### src/rtl/alu_sequencer_if.sv
// Instruction-memory read bus between alu_sequencer (master) and the byte memory (slave).
// mem_req/mem_addr are driven by the master; mem_rdata/mem_ack are returned by memory.
interface alu_sequencer_if;
  logic       mem_req;
  logic [7:0] mem_addr;
  logic [7:0] mem_rdata;
  logic       mem_ack;

  modport master (
    output mem_req,
    output mem_addr,
    input  mem_rdata,
    input  mem_ack
  );

  modport slave (
    input  mem_req,
    input  mem_addr,
    output mem_rdata,
    output mem_ack
  );
endinterface

### src/rtl/alu_sequencer.sv
// Multi-cycle sequencer for the 8-bit accumulator ALU: fetches {opcode, operand}, drives the ALU,
// commits to acc/pc. Optional macro INSTR_COUNT_EN adds the 16-bit retired-instruction counter.
module alu_sequencer #(
  parameter logic [7:0]  RESET_PC = 8'h00,
  parameter int unsigned HALT_BIT = 7
) (
  input  logic              clk,
  input  logic              reset,
  alu_sequencer_if.master   mem,
  output logic [1:0]        alu_ctrl,
  output logic [7:0]        alu_a,
  output logic [7:0]        alu_b,
  output logic [7:0]        alu_pc,
  input  logic [7:0]        alu_result,
  output logic [7:0]        acc,
  output logic [7:0]        pc,
  output logic              halted,
  input  logic              resume
`ifdef INSTR_COUNT_EN
  ,
  output logic [15:0]       retired
`endif
);

  localparam logic [2:0] S_IDLE      = 3'd0;
  localparam logic [2:0] S_FETCH_OP  = 3'd1;
  localparam logic [2:0] S_FETCH_ARG = 3'd2;
  localparam logic [2:0] S_EXEC      = 3'd3;
  localparam logic [2:0] S_HALT      = 3'd4;

  logic [2:0] state_q, state_d;
  logic [7:0] pc_q, pc_d;
  logic [7:0] acc_q, acc_d;
  logic [7:0] opcode_q, opcode_d;
  logic [7:0] operand_q, operand_d;
  logic [7:0] pc_plus1, pc_plus2;
  logic       halt_entry;

  assign pc_plus1   = pc_q + 8'd1;
  assign pc_plus2   = pc_q + 8'd2;
  assign halt_entry = (state_q == S_FETCH_OP) && mem.mem_ack && mem.mem_rdata[HALT_BIT];

  always_comb begin
    state_d   = state_q;
    pc_d      = pc_q;
    acc_d     = acc_q;
    opcode_d  = opcode_q;
    operand_d = operand_q;
    case (state_q)
      S_IDLE: state_d = S_FETCH_OP;
      S_FETCH_OP: begin
        if (mem.mem_ack) begin
          opcode_d = mem.mem_rdata;
          state_d  = mem.mem_rdata[HALT_BIT] ? S_HALT : S_FETCH_ARG;
        end
      end
      S_FETCH_ARG: begin
        if (mem.mem_ack) begin
          operand_d = mem.mem_rdata;
          state_d   = S_EXEC;
        end
      end
      S_EXEC: begin
        // Branch returns the new pc from the ALU; every other op writes the accumulator.
        if (opcode_q[1:0] == 2'b10) begin
          pc_d = alu_result;
        end else begin
          acc_d = alu_result;
          pc_d  = pc_plus2;
        end
        state_d = S_FETCH_OP;
      end
      S_HALT: begin
        if (resume) begin
          pc_d    = pc_plus1;
          state_d = S_FETCH_OP;
        end
      end
      default: state_d = S_IDLE;
    endcase
  end

  always_ff @(posedge clk) begin
    if (reset) begin
      state_q   <= S_IDLE;
      pc_q      <= RESET_PC;
      acc_q     <= '0;
      opcode_q  <= '0;
      operand_q <= '0;
    end else begin
      state_q   <= state_d;
      pc_q      <= pc_d;
      acc_q     <= acc_d;
      opcode_q  <= opcode_d;
      operand_q <= operand_d;
    end
  end

  // Bus outputs decode registered state only, so they cannot glitch on mem_ack/mem_rdata.
  always_comb begin
    mem.mem_req  = 1'b0;
    mem.mem_addr = '0;
    case (state_q)
      S_FETCH_OP: begin
        mem.mem_req  = 1'b1;
        mem.mem_addr = pc_q;
      end
      S_FETCH_ARG: begin
        mem.mem_req  = 1'b1;
        mem.mem_addr = pc_plus1;
      end
      default: begin
        mem.mem_req  = 1'b0;
        mem.mem_addr = '0;
      end
    endcase
  end

  assign alu_ctrl = opcode_q[1:0];
  assign alu_a    = acc_q;
  assign alu_b    = operand_q;
  assign alu_pc   = pc_plus2;
  assign acc      = acc_q;
  assign pc       = pc_q;
  assign halted   = (state_q == S_HALT);

`ifdef INSTR_COUNT_EN
  logic [15:0] retired_q, retired_d;

  always_comb begin
    retired_d = retired_q;
    if ((state_q == S_EXEC) || halt_entry) begin
      retired_d = retired_q + 16'd1;
    end
  end

  always_ff @(posedge clk) begin
    if (reset) begin
      retired_q <= '0;
    end else begin
      retired_q <= retired_d;
    end
  end

  assign retired = retired_q;
`else
  logic unused_halt_entry;
  assign unused_halt_entry = halt_entry;
`endif

endmodule

### src/flat_wrapper.sv
// flat-port wrapper written by rule: the top's interface ports become plain ports
module alu_sequencer_flat 
#(
  parameter logic [7:0]  RESET_PC = 8'h00,
  parameter int unsigned HALT_BIT = 7
)
  (clk, reset, alu_ctrl, alu_a, alu_b, alu_pc, alu_result, acc, pc, halted, resume, mem_mem_req, mem_mem_addr, mem_mem_rdata, mem_mem_ack);
  alu_sequencer_if mem_i ();
  input  logic clk;
  input  logic reset;
  output logic [1:0] alu_ctrl;
  output logic [7:0] alu_a;
  output logic [7:0] alu_b;
  output logic [7:0] alu_pc;
  input  logic [7:0] alu_result;
  output logic [7:0] acc;
  output logic [7:0] pc;
  output logic halted;
  input  logic resume;
  output wire logic [$bits(mem_i.mem_req)-1:0] mem_mem_req;
  output wire logic [$bits(mem_i.mem_addr)-1:0] mem_mem_addr;
  input wire logic [$bits(mem_i.mem_rdata)-1:0] mem_mem_rdata;
  input wire logic [$bits(mem_i.mem_ack)-1:0] mem_mem_ack;
  assign mem_mem_req = mem_i.mem_req;
  assign mem_mem_addr = mem_i.mem_addr;
  assign mem_i.mem_rdata = mem_mem_rdata;
  assign mem_i.mem_ack = mem_mem_ack;
  alu_sequencer #(.RESET_PC(RESET_PC), .HALT_BIT(HALT_BIT)) u_core (.clk(clk), .reset(reset), .mem(mem_i), .alu_ctrl(alu_ctrl), .alu_a(alu_a), .alu_b(alu_b), .alu_pc(alu_pc), .alu_result(alu_result), .acc(acc), .pc(pc), .halted(halted), .resume(resume));
endmodule
### config.mk
export PLATFORM = sky130hd
export DESIGN_NAME = alu_sequencer_flat
export DESIGN_NICKNAME = d
export VERILOG_FILES = /design/src/rtl/alu_sequencer_if.sv /design/src/rtl/alu_sequencer.sv /design/src/flat_wrapper.sv
export SDC_FILE = /design/constraint.sdc
export NUM_CORES = 1
export LEC_CHECK = 0
export ABC_AREA = 1
export CORE_MARGIN = 2
export CORE_UTILIZATION = 46
export DETAILED_ROUTE_END_ITERATION = 16
export PLACE_DENSITY = 0.85
export SETUP_SLACK_MARGIN = 0.3
export SYNTH_ARGS = -nofsm -noshare
export SYNTH_HDL_FRONTEND = slang
export SYNTH_SLANG_ARGS = --single-unit
### constraint.sdc
create_clock -name clk -period 3.7 [get_ports clk]
set_input_delay 0.37 -clock clk [delete_from_list [all_inputs] [get_ports clk]]
set_output_delay 0.37 -clock clk [all_outputs]
set_load 0.03 [all_outputs]
# Yosys cells after proc, flatten, opt, wreduce, memory -nomap -nowiden
# Cells that the tools add are included.
dict set report op_classes {
  n_addsub 2
  muxes 10
  bitwise 1
  n_reduce_logical 9
  eq_ne 8
}
# operator n
set ops {}
lappend ops {{$pmux 8 s2} 2}
lappend ops {{$mux 8} 2}
lappend ops {{$mux 3} 4}
lappend ops {{$pmux 3 s4} 1}
lappend ops {{$add 8x1->8 const B} 1}
lappend ops {{$add 8x2->8 const B} 1}
lappend ops {{$reduce_and 2->1} 4}
lappend ops {{$eq 3x2->1 const B} 2}
lappend ops {{$ne 2x2->1 const B} 2}
lappend ops {{$reduce_or 2->1} 2}
lappend ops {{$eq 3x1->1 const B} 1}
lappend ops {{$eq 3x3->1 const B} 1}
lappend ops {{$logic_not 3->1} 1}
lappend ops {{$reduce_and 3->1} 1}
lappend ops {{$eq 2x2->1 const B} 1}
lappend ops {{$ne 2x1->1 const B} 1}
lappend ops {{$reduce_bool 2->1} 1}
lappend ops {{$mux 1} 1}
lappend ops {{$not 1->1} 1}
dict set report totals {
  out_inout_bits 52
  wordCells 35
  reg_bits 29
}

# Depth between registers and ports, before layout
dict set report logic_depth {
  word_depth 3
  mapped_depth 10
  mapped_depth_nobuf 10
}

# Worst setup path before layout
# Ideal clock, no wire load.
dict set report synth_path {
  kind {register to output}
  from {register u_core.pc_q[2], in the netlist u_core.pc[2]}
  to {output mem_mem_addr[5]}
  stages_incl_launch_ff 9
  setup_slack_ps 1648
  t_arrival_ps 1682
  required_time_ps 3330
  cell_sequence {dfxtp_1 -> ha_1 -> nand2_1 -> nor2_1 -> nand2_1 -> nand2_1 -> nand2_1 -> nand2_1 -> o21ai_0}
}
dict set report synth_between {
  elab_chain_cells 2
}
# element line_no
set synth_rtl {}
lappend synth_rtl {{from (decl)} alu_sequencer.sv:32} ;# logic [7:0] pc_q, pc_d;
lappend synth_rtl {{from (signal assigned)} alu_sequencer.sv:92} ;# pc_q <= pc_d;
lappend synth_rtl {{$add 8x1->8} alu_sequencer.sv:39} ;# assign pc_plus1 = pc_q + 8'd1;
lappend synth_rtl {{$pmux 8 s2} alu_sequencer.sv:103} ;# case (state_q)
lappend synth_rtl {{to (decl)} flat_wrapper.sv:21} ;# output wire logic [$bits(mem_i.mem_addr)-1:0] mem_mem_addr;
# No other way between the ends.

# Final worst setup path
dict set report layout_path {
  from {register u_core.pc_q[2], in the netlist u_core.pc[2]}
  to {output mem_mem_addr[3]}
}
# Same word-level chain as after synthesis.

==> out/qor.log <==
INFO  clocking       hold_buffers=0
INFO  sta            final_hold_violation_count=0
INFO  final_layout   final_layout_size_suffix_gt1_frac=0.07669
INFO  floorplanning  core_area=3633um2
INFO  clocking       deepest_level_of_the_cts_h_tree=2
INFO  grt            grt_util_all_layers=0.2388
INFO  floorplanning  placement_rows=22
INFO  grt            initial_antenna_violation_count=0
INFO  sta            slew_headroom=0.4785
INFO  placed_design  dp.final_hpwl=3423um
INFO  yosys          synth_largest_type_area_fraction=0.3375
INFO  sta            fin_crit_period=2.793ns
INFO  critical_path  critical-path-max-stage-delay=0.69ns
INFO  placed_design  placed_cells=366
INFO  routing        drt-wirelength-per-cell=12.89um
INFO  grt            maximum_number_of_pins_on_one_net_before_global_route_repair=28
INFO  critical_path  critical_path_cell_list=ha_1 -> inv_1 -> nand2_1 -> nand2_1 -> o21ai_0 -> nand2_1 -> o21ai_0 -> clkdlybuf4s50_1
INFO  placed_design  finalWeightedCongestion=0.8890
INFO  worst_hold_path worstHoldPathType=flip-flop to flip-flop
INFO  power_and_ir_drop power_leakage=1.047nW
INFO  critical_path  slowest_stage=sky130_fd_sc_hd__clkdlybuf4s50_1
INFO  placed_design  placement.io_buffers=71
INFO  routing        drt_pre_antenna_iters=5
INFO  grt            first_global_vias=1751
INFO  routing        routed_via_density=5.056
INFO  sta            fmax=358.1MHz
INFO  routing        post-route-drc-count=0
INFO  yosys          proportion_of_synthesized_chip_area_in_sequential_cells=0.3375
INFO  clocking       clkLatencyLatePin=0.28ns
INFO  critical_path  setup.worst_path.end_class=output port
INFO  clocking       clkSinkCount=29
INFO  yosys          syn_nets=284
INFO  critical_path  crit_top_cell=sky130_fd_sc_hd__nand2_1
INFO  floorplanning  floorplan.initialDensity=0.4735
INFO  critical_path  timing_worst_setup_path_type=flip-flop to output port
INFO  yosys          synthesis.area_per_instance=6.566um2
INFO  outcome        outcome=finished, final reports clean
INFO  flow_run       maxCapViolCount=0
INFO  sta            skew=0.006481ns
INFO  routing        finalWirelength=4822um
INFO  sta            maxSlewViolCount=0
INFO  yosys          yosys_cell_types=28
INFO  clocking       tritoncts_clock_tree=done
INFO  clocking       clock_tree.buffer_depth=2
INFO  yosys          synth_seq_cells=29
INFO  clocking       numCtsBuffers=5
INFO  routing        drt.antenna.violating_nets=0
INFO  power_and_ir_drop power-per-cell-area=641.7nW/um2
INFO  routing        detailedRoute.firstIterationViolations=113
INFO  yosys          synth.yosys.warnings=0
INFO  final_layout   final_stage_net_count=347
INFO  sta            grt_setup_unrepaired=false
INFO  final_layout   area_delta_synth_final=45.38%
INFO  clocking       register_clock_pin_slew_on_the_reported_worst_setup_and_hold_paths=0.06ns
INFO  critical_path  critPathMaxFanout=8
INFO  yosys          synth_top_area_cell=sky130_fd_sc_hd__dfxtp_1
INFO  final_layout   final_cell_count_no_fill=374
INFO  final_layout   most-common-layout-cells=71 x sky130_fd_sc_hd__clkdlybuf4s50_1, 55 x sky130_fd_sc_hd__nand2_1, 34 x sky130_fd_sc_hd__nor2_1
INFO  power_and_ir_drop irDropWorstVdd=0.0003323V
INFO  clocking       cts_setup_buffers=0
INFO  grt            grt_pass1_wl=7886um
INFO  critical_path  worst-endpoint-required=3.33ns
INFO  critical_path  startpoint_kind_of_the_worst_setup_timing_path=flip-flop
INFO  clocking       cts_root_buffer=sky130_fd_sc_hd__clkbuf_8
INFO  floorplanning  die_area=4245um2
INFO  clocking       post_cts.resized_instances=0
INFO  floorplanning  chipWidth=65.16um
INFO  sta            final.setup.tns=0ns
INFO  critical_path  regToRegSetupSlack=2.07ns
INFO  yosys          synth.top_cells.by_area=sky130_fd_sc_hd__dfxtp_1 34%, sky130_fd_sc_hd__nand2_1 12%, sky130_fd_sc_hd__o21ai_0 7.6%
INFO  grt            globalRoute.totalOverflow=0
INFO  sta            timing_worst_slew_pin_value=0.7814ns
INFO  routing        detailroute.via_count=1891
INFO  final_layout   num_antenna_cells=0
INFO  floorplanning  fp.dieH=65.16um
INFO  sta            setup-violations-final=0
INFO  critical_path  timing.critical_path.arrival=2.42ns
INFO  floorplanning  design.portCount=72
INFO  yosys          syn-cell-area=1720um2
INFO  yosys          synthCells=262
INFO  power_and_ir_drop post-layout-total-power=1.605mW
INFO  sta            post-route-period-util=0.7548
INFO  final_layout   layout.cells.most_common=sky130_fd_sc_hd__clkdlybuf4s50_1
state kept, by name, indices dropped and copies added, names as in the netlist:
signal           flops
u_core.opcode_q      2
u_core.acc           8
u_core.alu_b         8
u_core.state_q       3
u_core.pc            8
cell type report:
class	instances	area, um2
multi-input cells	183	899.6
inverters	35	133.9
clock buffers	7	86.33
flip-flops and latches	29	580.6
repair buffers	71	710.7
well taps	48	60.06
fillers	323	1132
clock inverters	1	30.03
routing by layer:
| metal | global-route usage | up-vias | routed length, um |
|---|---|---|---|
| met1 | 0.2995 | 855 | 2137 |
| met5 | 0 | - | 0 |
| met2 | 0.3995 | 68 | 2306 |
| met3 | 0.05993 | 9 | 300 |
| li1 | - | 959 | - |
| met4 | 0.08333 | 0 | 77 |
cells by family (layout without fill, tap and decap cells):
family                   Yosys count  after routing  synth area share
flip-flops                        29             29            0.3375
adder cells (fa/ha/maj)            2              2           0.01454
AO/OA/AOI/OAI                     64             64            0.1993
XOR/XNOR                           3              3           0.01528
AND/OR/NAND/NOR                  114            114            0.2938
buffers and inverters             50            114            0.1396
critical path: cells and delay by family, from the launching register on:
kind	cells	cell delay [ns]
and+or+nand+nor	3	0.24
buffers and inverters	2	0.77
AOI/OAI and AO/OA	2	0.33
adders and majority gates	1	0.32
DFF	1	0.49
path summary, 6_finish.rpt:
path / start / to / cells after the start
worst max register to register: u_core.pc[2] / u_core.pc[3] / 7
worst min register to register: u_core.opcode_q[1] / u_core.opcode_q[1] / 2
worst max-delay path: u_core.pc[2] / mem_mem_addr[3] / 8
worst min-delay path: u_core.opcode_q[1] / u_core.opcode_q[1] / 2
per-stage QoR:
stage	area (um2)	hold WS [ns]	setup slack, ns	utilization
floorplan	1720	0.4391	1.648	-
global placement	2385	0.4774	1.403	0.6563
detailed placement	2385	0.4810	1.292	0.6563
CTS	2501	0.4905	0.9435	0.6884
global route	2501	0.5121	0.7096	0.6884
finish	2501	0.4902	0.9073	0.6884
report_power, final:
part           internal (mW)  switching, mW
registers              0.373         0.0731
logic                  0.308          0.510
clock network          0.219          0.122
synthesized netlist by cell type, drive strengths merged:
cell	n
clkinv	1
inv	34
a31oi	2
o211ai	3
dfxtp	29
ha	2
and2	1
nor2	39
buf	15
nand3	12
xnor2	1
o21ai	45
o21bai	1
xor2	2
o21a	1
nand2	62
a21oi	12
No activity file was read; power rests on OpenSTA's default activity.
